## src/rtl/branch_resolve_unit_pkg.sv

```systemverilog
// Shared encodings for branch_resolve_unit: request kinds, branch conditions,
// and the 2-bit saturating predictor counter rules.
package branch_resolve_unit_pkg;

   typedef enum logic [1:0] {
      KIND_NONE   = 2'b00,
      KIND_BRANCH = 2'b01,
      KIND_JAL    = 2'b10,
      KIND_JALR   = 2'b11
   } res_kind_e;

   localparam logic [2:0] F3_BEQ  = 3'b000;
   localparam logic [2:0] F3_BNE  = 3'b001;
   localparam logic [2:0] F3_BLT  = 3'b100;
   localparam logic [2:0] F3_BGE  = 3'b101;
   localparam logic [2:0] F3_BLTU = 3'b110;
   localparam logic [2:0] F3_BGEU = 3'b111;

   // Weakly not-taken.
   localparam logic [1:0] PHT_RESET = 2'b01;

   function automatic logic ctr_predict(input logic [1:0] ctr);
      return ctr[1];
   endfunction

   function automatic logic [1:0] ctr_train(input logic [1:0] ctr, input logic taken);
      logic [1:0] nxt;
      nxt = ctr;
      if (taken && ctr != 2'b11) nxt = ctr + 2'd1;
      else if (!taken && ctr != 2'b00) nxt = ctr - 2'd1;
      return nxt;
   endfunction

endpackage

```

## src/rtl/branch_resolve_unit_branch_cond.sv

```systemverilog
// Combinational RV32 branch condition evaluator; funct3 010/011 are illegal
// and always resolve not-taken.
module branch_cond
   import branch_resolve_unit_pkg::*;
#(
   parameter int XLEN = 32
) (
   input  logic [XLEN-1:0] src1_i,
   input  logic [XLEN-1:0] src2_i,
   input  logic [2:0]      funct3_i,
   output logic            taken_o,
   output logic            illegal_o
);

   always_comb begin
      // NOTE: every output gets a default first, so no path can infer a latch.
      taken_o   = 1'b0;
      illegal_o = 1'b0;
      case (funct3_i)
         F3_BEQ:  taken_o = (src1_i == src2_i);
         F3_BNE:  taken_o = (src1_i != src2_i);
         F3_BLT:  taken_o = ($signed(src1_i) <  $signed(src2_i));
         F3_BGE:  taken_o = ($signed(src1_i) >= $signed(src2_i));
         F3_BLTU: taken_o = (src1_i <  src2_i);
         F3_BGEU: taken_o = (src1_i >= src2_i);
         default: illegal_o = 1'b1;
      endcase
   end

endmodule

```

## src/rtl/branch_resolve_unit.sv

```systemverilog
// Branch/jump resolution with a bimodal 2-bit predictor table and a 1-cycle
// registered result. Define BRU_STATS_EN to add branch/mispredict counters.
module branch_resolve_unit
   import branch_resolve_unit_pkg::*;
#(
   parameter int XLEN      = 32,
   parameter int PHT_DEPTH = 64
) (
   input  logic            clk,
   input  logic            rst,
   input  logic [XLEN-1:0] pred_pc,
   output logic            pred_taken,
   input  logic            res_valid,
   input  logic [1:0]      res_kind,
   input  logic [2:0]      res_funct3,
   input  logic [XLEN-1:0] res_pc,
   input  logic [XLEN-1:0] res_src1,
   input  logic [XLEN-1:0] res_src2,
   input  logic [XLEN-1:0] res_imm,
   input  logic            res_pred_taken,
   input  logic            flush,
   output logic            out_valid,
   output logic            out_taken,
   output logic [XLEN-1:0] out_target,
   output logic [XLEN-1:0] out_redirect_pc,
   output logic            out_mispredict,
   output logic            out_illegal
`ifdef BRU_STATS_EN
   ,
   output logic [31:0]     stat_branches,
   output logic [31:0]     stat_mispredicts
`endif
);

   localparam int IDX_W = $clog2(PHT_DEPTH);

   res_kind_e       kind;
   logic            live, cond_taken, cond_illegal, pht_upd;
   logic [IDX_W-1:0] pred_idx, res_idx;
   logic [XLEN-1:0] pc_plus_imm, jalr_sum, seq_pc;
   logic [1:0]      pht_q [PHT_DEPTH];

   logic            valid_d, taken_d, misp_d, illegal_d;
   logic [XLEN-1:0] target_d, redirect_d;
   logic            valid_q, taken_q, misp_q, illegal_q;
   logic [XLEN-1:0] target_q, redirect_q;

   logic unused_addr_bits;
   assign unused_addr_bits = ^{pred_pc[XLEN-1:IDX_W+2], pred_pc[1:0], jalr_sum[0]};

   assign kind        = res_kind_e'(res_kind);
   assign live        = res_valid & ~flush & (kind != KIND_NONE);
   assign pred_idx    = pred_pc[IDX_W+1:2];
   assign res_idx     = res_pc[IDX_W+1:2];
   assign pc_plus_imm = res_pc + res_imm;
   assign jalr_sum    = res_src1 + res_imm;
   assign seq_pc      = res_pc + XLEN'(4);
   assign pred_taken  = ctr_predict(pht_q[pred_idx]);
   assign pht_upd     = live & (kind == KIND_BRANCH) & ~cond_illegal;

   branch_cond #(.XLEN(XLEN)) u_branch_cond (
      .src1_i    (res_src1),
      .src2_i    (res_src2),
      .funct3_i  (res_funct3),
      .taken_o   (cond_taken),
      .illegal_o (cond_illegal)
   );

   always_comb begin
      valid_d    = 1'b0;
      taken_d    = 1'b0;
      target_d   = '0;
      redirect_d = '0;
      misp_d     = 1'b0;
      illegal_d  = 1'b0;
      if (live) begin
         valid_d = 1'b1;
         case (kind)
            KIND_BRANCH: begin
               taken_d   = cond_taken;
               target_d  = pc_plus_imm;
               illegal_d = cond_illegal;
               misp_d    = ~cond_illegal & (cond_taken ^ res_pred_taken);
            end
            KIND_JAL: begin
               taken_d  = 1'b1;
               target_d = pc_plus_imm;
               misp_d   = ~res_pred_taken;
            end
            // No target prediction exists, so a jalr always redirects.
            KIND_JALR: begin
               taken_d  = 1'b1;
               target_d = {jalr_sum[XLEN-1:1], 1'b0};
               misp_d   = 1'b1;
            end
            default: ;
         endcase
         redirect_d = taken_d ? target_d : seq_pc;
      end
   end

   always_ff @(posedge clk or posedge rst) begin
      if (rst) begin
         // NOTE: the table lives in flops, so the async reset clears every entry.
         for (int i = 0; i < PHT_DEPTH; i++) pht_q[i] <= PHT_RESET;
      end else if (pht_upd) begin
         pht_q[res_idx] <= ctr_train(pht_q[res_idx], cond_taken);
      end
   end

   always_ff @(posedge clk or posedge rst) begin
      if (rst) begin
         // NOTE: sequential state uses non-blocking assignments only.
         valid_q    <= 1'b0;
         taken_q    <= 1'b0;
         target_q   <= '0;
         redirect_q <= '0;
         misp_q     <= 1'b0;
         illegal_q  <= 1'b0;
      end else begin
         valid_q    <= valid_d;
         taken_q    <= taken_d;
         target_q   <= target_d;
         redirect_q <= redirect_d;
         misp_q     <= misp_d;
         illegal_q  <= illegal_d;
      end
   end

   assign out_valid       = valid_q;
   assign out_taken       = taken_q;
   assign out_target      = target_q;
   assign out_redirect_pc = redirect_q;
   assign out_mispredict  = misp_q;
   assign out_illegal     = illegal_q;

`ifdef BRU_STATS_EN
   logic [31:0] stat_branches_q, stat_mispredicts_q;

   always_ff @(posedge clk or posedge rst) begin
      if (rst) begin
         stat_branches_q    <= '0;
         stat_mispredicts_q <= '0;
      end else begin
         if (pht_upd) stat_branches_q    <= stat_branches_q + 32'd1;
         if (misp_d)  stat_mispredicts_q <= stat_mispredicts_q + 32'd1;
      end
   end

   assign stat_branches    = stat_branches_q;
   assign stat_mispredicts = stat_mispredicts_q;
`endif

endmodule
```

## config.mk

```make
export PLATFORM = sky130hd
export DESIGN_NAME = branch_resolve_unit
export DESIGN_NICKNAME = d
export VERILOG_FILES = /design/src/rtl/branch_resolve_unit_pkg.sv /design/src/rtl/branch_resolve_unit_branch_cond.sv /design/src/rtl/branch_resolve_unit.sv
export SDC_FILE = /design/constraint.sdc
export NUM_CORES = 1
export LEC_CHECK = 0
export BUFFER_PORTS_ARGS = -buffer_cell sky130_fd_sc_hd__buf_2
export CAP_MARGIN = 40
export CORE_MARGIN = 5
export CORE_UTILIZATION = 52
export DETAILED_ROUTE_END_ITERATION = 6
export PLACE_DENSITY = 0.78
export SYNTH_ARGS = -nofsm -noshare
export SYNTH_HDL_FRONTEND = slang
export SYNTH_SLANG_ARGS = --single-unit
```

## constraint.sdc

```tcl
create_clock -name clk -period 5.1 [get_ports clk]
set_input_delay 0.255 -clock clk [delete_from_list [all_inputs] [get_ports clk]]
set_output_delay 0.255 -clock clk [all_outputs]
set_load 0.02 [all_outputs]
```

### Word level (Yosys, flattened, before mapping)

Cells that the tools add are included.

| storage, ports and cells | value |
|---|---|
| bits in registers | 196 |
| bits in latches | 0 |
| bits in writable memories | 0 |
| memory bits (read-only) | 0 |
| logic and storage cells | 139 |
| memories | 0 |

| operators by class | value |
|---|---|
| $add $sub $neg | 5 |
| multipliers | 0 |
| divide/modulo/power cells | 0 |
| magnitude comparators | 7 |
| equal/unequal tests | 11 |
| shifts and indexed selects | 0 |
| multiplexer cells | 26 |
| bitwise gates (word level) | 10 |
| reductions and logical operators | 10 |

Operator list:

| operator | count |
|---|---|
| bitwise mux 128 bit | 1 |
| two-way mux 32 bit | 3 |
| adder 32 bit | 2 |
| >= comparator 32 bit | 2 |
| < comparator 32 bit | 2 |
| case mux 32 bit (2 select lines) | 1 |
| adder 32 x 3 -> 32 bit (second input constant) | 1 |
| equality test 32 bit | 1 |
| inequality test 32 bit | 1 |
| binary-select mux 2 bit (select 6 bit) | 2 |
| two-way mux 2 bit | 8 |
| >= comparator 7 bit (second input constant) | 2 |
| inverter 6 -> 7 bit | 2 |
| demux 2 bit (select 6 bit) | 1 |
| equality test 3 bit (second input constant) | 4 |
| < comparator 7 x 1 -> 1 bit (second input constant) | 1 |
| two-way mux 1 bit | 7 |
| case mux 1 bit (6 select lines) | 1 |
| OR reduction 6 bit | 1 |
| bitwise AND 1 bit | 5 |
| equality test 2 bit (second input constant) | 2 |
| nonzero test 2 bit | 2 |
| OR reduction 2 bit | 2 |
| equality test 3 x 1 -> 1 bit (second input constant) | 1 |
| 11 further kinds | 14 |

### Depth between registers and ports, before layout

| logic depth | value |
|---|---|
| word-level depth | 10 |
| depth in mapped cells | 15 |
| gate-level depth less buffers | 13 |

### Modules after synthesis

From an unflattened synthesis, not the netlist that was laid out.

| second synthesis, totals | value |
|---|---|
| cells, all modules | 1461 |
| area total of the unflattened synthesis | 14376.3 sq um |

By module, submodules not included:

| module | instances | cells an instance | area each (sq um) |
|---|---|---|---|
| branch_resolve_unit | 1 | 1332 | 13446.6 |
| branch_cond | 1 | 129 | 929.6 |

### Worst setup path after synthesis

No wires, ideal clock.

| path | value |
|---|---|
| path kind | input to output |
| start point | input port pred_pc[2] |
| end point | output port pred_taken |
| arrival time | 2736 ps |
| data required time | 4845 ps |
| path slack | 2109 ps |
| cell stages on the path | 5 |
| buffers on the path | 2 |
| path through | clkbuf_1 > buf_1 > mux4_2 > mux4_2 > mux4_2 |

| on the way | value |
|---|---|
| longest elaborated chain between the ends | 4 |

RTL lines:

| element | line | source |
|---|---|---|
| start, declared | branch_resolve_unit.sv:11 | `input logic [XLEN-1:0] pred_pc,` |
| inverter 6 -> 7 bit (implied by the code) | branch_resolve_unit.sv:58 | `assign pred_taken = ctr_predict(pht_q[pred_idx]);` |
| binary-select mux 2 bit (select 6 bit) | branch_resolve_unit.sv:58 |  |
| two-way mux 2 bit (implied by the code) (2 in a row) | branch_resolve_unit.sv:58 |  |
| end, declared | branch_resolve_unit.sv:12 | `output logic pred_taken,` |

No other way between the ends. The select of a mux whose other input is x is not followed.

### Final worst setup path

| path | value |
|---|---|
| start point | input port res_pc[2] |
| end point | register pht_q[58] in the netlist's numbering |

| on the way | value |
|---|---|
| longest elaborated chain between the ends | 10 |
| elaborated cells between the ends (all ways) | 19 |
| classes of those cells | add/sub (2); order compare (2); eq/ne (1); mux (9); bitwise (1); reduce/logical (4) |

RTL lines:

| element | line | source |
|---|---|---|
| start, declared | branch_resolve_unit.sv:16 | `input logic [XLEN-1:0] res_pc,` |
| inverter 6 -> 7 bit (implied by the code) * | branch_resolve_unit.sv:107 | `pht_q[res_idx] <= ctr_train(pht_q[res_idx], cond_taken);` |
| parallel branches: the longest is 8 deep, another holds subtractor 2 x 1 -> 2 bit | n/a |  |
| bitwise mux 128 bit * | branch_resolve_unit.sv:107 |  |
| end signal, assigned by index | branch_resolve_unit.sv:107 |  |
| end, declared | branch_resolve_unit.sv:41 | `logic [1:0] pht_q [PHT_DEPTH];` |

Mark *: on every way between the ends. The select of a mux whose other input is x is not followed.
A chain may end at the register's enable or synchronous reset.

==> results by stage <==
Worst setup path:
- Counting stages on the worst path, the most repeated cell is sky130_fd_sc_hd__buf_4.
- The number of cells on the critical path is 14.
- The terminus of the critical flop-to-flop path is pht_q[58]$_DFFE_PP1P_.
- STA puts the critical path data required time at roughly 5500 ps.
- Walking the worst path, the cells encountered are buf_2, and3b_1, buf_4, a22o_1, a221oi_2, nand3_1, a22oi_1, and4_1, inv_1, ha_1, mux2i_1, xor2_4, buf_4, o21ai_1.
- The largest stage delay on the critical path is around 560 ps.
- The family with the most delay on the worst path is buffers and inverters.
- The capture point of the worst path is pht_q[58]$_DFFE_PP1P_.
- The reg-to-reg startpoint is pht_q[108]$_DFFE_PP1P_.
- The slack of the worst reg-to-reg path is about 1600 ps.
- The critical path contains buffers and inverters numbering 4 combined.
- The worst setup path is captured at a flop.
- By startpoint and endpoint, the worst setup path is classified as in -> reg.
- The maximum fanout along the worst path is 20.
- The start point of the critical path is res_pc[2].
- STA classifies the critical path startpoint as an input port.
- The signal arrival time at the worst endpoint is between 3000 and 4000 ps.
- Counting cells, the worst reg-to-reg path comes to 12.
- The slowest stage of the critical path belongs to the cell sky130_fd_sc_hd__xor2_4.

Floorplan:
- The starting utilization of the core area is 52.32%.
- The number of ports placed on the die boundary is around 240.
- The die is 171.2 um wide.
- The overall die area is 29,320 um2.
- The vertical extent of the die is 171.2 um.
- The number of core rows is between 50 and 60.
- The core area is ~26,000 um2.

Timing:
- Setup repair after global routing left no endpoint under its margin.
- Of the available clock period, the critical path in the final layout requires between 70% and 80%.
- The worst clock skew is around 13 ps.
- The maximum clock frequency is around 280 MHz.
- The number of max-slew violations in the final report is 0.
- Setup violations remaining at the end of the flow were counted as 0.
- The smallest clock period supported by the final layout is computed as ~3600 ps.
- The total negative slack is 0 ps.
- In this run the tightest slew margin relative to its limit is between 30% and 40%.
- The number of failing hold endpoints at the final stage is 0.
- On the final layout, the worst hold slack is between 30 and 40 ps.
- At the pin with the least slew margin, the transition time is roughly 1000 ps.

Layout:
- The finished layout cell area is 15,610 um2.
- The post-route netlist has a little under a quarter of its cells at a drive strength greater than 1.
- After the last flow step, the layout net total stands at a little under 2,000.
- Leaving out fill and tap cells, the most frequent cell in the layout is sky130_fd_sc_hd__nand2_1.
- In the layout the commonest cells are sky130_fd_sc_hd__nand2_1 (263), sky130_fd_sc_hd__buf_2 (212), sky130_fd_sc_hd__dfrtp_1 (132).
- Counting the fill cells in the layout gives between 2,000 and 2,500.
- From synthesis to final layout, the design area changed by 15.48%.

Global routing:
- The largest net degree at the start of global routing is between 150 and 200.
- The via count of the first global-routing pass is 12,800.
- The total congestion overflow after global routing is 0.
- The wire length of the first global-routing pass is slightly below 70,000 um.
- The number of antenna violations at the first check in global routing is 5.
- The all-layer global routing usage is ~29%.

Synth:
- Among all flip-flop cells after synthesis, the most frequent one is sky130_fd_sc_hd__dfrtp_1.
- The top cell type's share of synthesized area is 24.43%.
- The cell count after synthesis is between 1,500 and 2,000.
- Counting flops with a built-in enable in the synthesized netlist gives 0.
- The count of different cell masters after synthesis is 80.
- In the post-synthesis netlist, the biggest area contributors are sky130_fd_sc_hd__dfrtp_1 (24%), sky130_fd_sc_hd__dfstp_2 (12%), sky130_fd_sc_hd__ha_1 (9.3%).
- The cell area after technology mapping is roughly 14,000 um2.
- The post-synthesis register bit count is around 200.
- For this run, asynchronously set or reset flops after synthesis account for 100.0%.
- The mean instance size in the synthesized netlist is 8.918 um2.
- Synthesis produced a netlist with a net count of about 1,800.
- The synthesized design spends more area on one cell type than any other, namely sky130_fd_sc_hd__dfrtp_1.
- Summing the sequential cell areas from Yosys gives a little under two fifths of the chip area.
- The count of yosys warnings during synthesis is 0.

Clock tree:
- The clock tree from TritonCTS is done.
- The root buffer cell chosen for the clock tree is sky130_fd_sc_hd__clkbuf_16.
- At the later pin of the worst-skew pair, clock insertion delay measures about 440 ps.
- In this run the number of H-tree levels came out at 4.
- After clock tree synthesis, the clock-pin slew on the worst setup and hold paths is ~70 ps.
- Counting the buffers created by CTS gives 17.
- The clock passes through at most 2 buffers.
- Clock tree synthesis found a total of just under 200 sinks.

Routing:
- The post-detailed-route wirelength per cell is roughly 20 um.
- The detailed-routing iteration count for the pre-antenna-repair pass is 5.
- The number of antenna-violating nets in the routed design is 0.
- Across all layers, the routed design uses between 10,000 and 15,000 vias.
- The number of DRC violations after detailed-routing iteration 0 is between 1,000 and 1,500.
- The number of DRC violations after detailed routing is 0.
- Summed over all layers, the routed wires come to 42,280 um.
- Using the TritonRoute via totals, the vias-per-cell ratio works out to approximately 6.2.

Placed design:
- The final HPWL from detailed placement is between 30,000 and 40,000 um.
- The placer congestion estimate is around 0.98.
- During placement, the flow inserted port buffers numbering 212.
- The placed instances occupy a cell area of 14,950 um2.

Hold path:
- The path class of the tightest hold or removal check is in -> reg.
- The cell depth of the worst min-delay path is 2.

Job:
- The max-capacitance violation count is 0.

Pwr:
- After layout, the design draws a total of around 4.0 mW.
- The power per cell area is roughly 260 nW/um2.
- Summed over all cells, the static leakage comes to around 7.1 nW.
- VDD sags by at most 0.1842 mV.

Run status:
- The run finished with clean final reports.
per-stage QoR:
stage	setup WS, ps	std cells	utilization [%]
floorplan	2109	1516	-
global placement	1091	2018	57.56
detailed placement	1073	2026	57.87
CTS	1556	2059	60.34
global route	1369	2063	60.40
finish	1505	2066	60.43
per-layer routing:
layer	global-route usage, %	share of wire [%]	vias up
met3	5.493	7.8	125
met4	12.57	4.1	4
met1	37.08	40	6188
met2	47.99	48	614
li1	-	-	5904
met5	0	0.059	-
area by class of cell:
| type | count | area (um2) | share of cell area [%] |
|---|---|---|---|
| antenna | 6 | 15.01 | 0.09617 |
| clock buffer | 17 | 425.4 | 2.725 |
| clock inverter | 15 | 202.7 | 1.298 |
| inverter | 58 | 221.5 | 1.418 |
| multi-input combinational | 1193 | 7980 | 51.11 |
| sequential | 196 | 4985 | 31.93 |
| tap | 335 | 419.2 | 2.685 |
| timing repair buffer | 246 | 1364 | 8.735 |
cells in the mapped netlist, types with 9 or more instances:
master                     instances
sky130_fd_sc_hd__nand2_1         264
sky130_fd_sc_hd__dfrtp_1         132
sky130_fd_sc_hd__ha_1            100
sky130_fd_sc_hd__o21ai_1          93
sky130_fd_sc_hd__nor2_1           83
sky130_fd_sc_hd__o21ai_0          81
sky130_fd_sc_hd__a22oi_1          77
sky130_fd_sc_hd__a21oi_1          69
sky130_fd_sc_hd__dfstp_2          64
sky130_fd_sc_hd__inv_1            58
sky130_fd_sc_hd__xnor2_1          49
sky130_fd_sc_hd__nand3_1          32
sky130_fd_sc_hd__xor2_1           31
sky130_fd_sc_hd__a21o_1           30
sky130_fd_sc_hd__a211oi_1         28
sky130_fd_sc_hd__buf_2            23
sky130_fd_sc_hd__clkbuf_1         23
sky130_fd_sc_hd__nand4_1          23
sky130_fd_sc_hd__mux4_2           21
sky130_fd_sc_hd__and3_1           18
sky130_fd_sc_hd__nor2b_1          16
sky130_fd_sc_hd__and2_1           13
sky130_fd_sc_hd__buf_1            12
sky130_fd_sc_hd__nand2b_1         10
sky130_fd_sc_hd__nor3_1            9
how the worst min path moves through the flow:
stage / startpoint / endpoint / slack (ps)
after floorplan: res_pred_taken / out_mispredict$_DFF_PP0_ / 360
after global placement: rst / out_target[27]$_DFF_PP0_ / 140
after detailed placement: rst / out_target[27]$_DFF_PP0_ / 140
after CTS: res_pred_taken / out_mispredict$_DFF_PP0_ / 20
after global routing: res_pred_taken / out_mispredict$_DFF_PP0_ / 40
final: res_pred_taken / out_mispredict$_DFF_PP0_ / 30
timing repair:
action,4_1_cts,5_1_grt
endpoints found under the hold margin,1,0
setup buffers,0,0
resized for setup,0,0
endpoints found under the setup margin,0,0
hold buffers,1,0
where the power goes:
part           total (mW)  internal, mW  switching [mW]
clock network        1.41         0.677           0.731
logic               0.972         0.363           0.609
registers            1.61          1.60          0.0157
sequential cells by signal, indices dropped and copies added, names as in the netlist:
register	count
out_taken	1
out_mispredict	1
out_redirect_pc	32
out_illegal	1
out_target	32
out_valid	1
pht_q	128
cells by family after synthesis:
logic type	count (synthesis)	synth area share (%)
DFF	196	36.87
adders and majority gates	102	9.551
AOI/OAI and AO/OA	478	22.81
buffers and inverters	127	4.239
muxes	26	3.878
and+or+nand+nor	506	17.34
xor gates and xnor gates	81	5.303
Power figures use the tool's default switching activity.
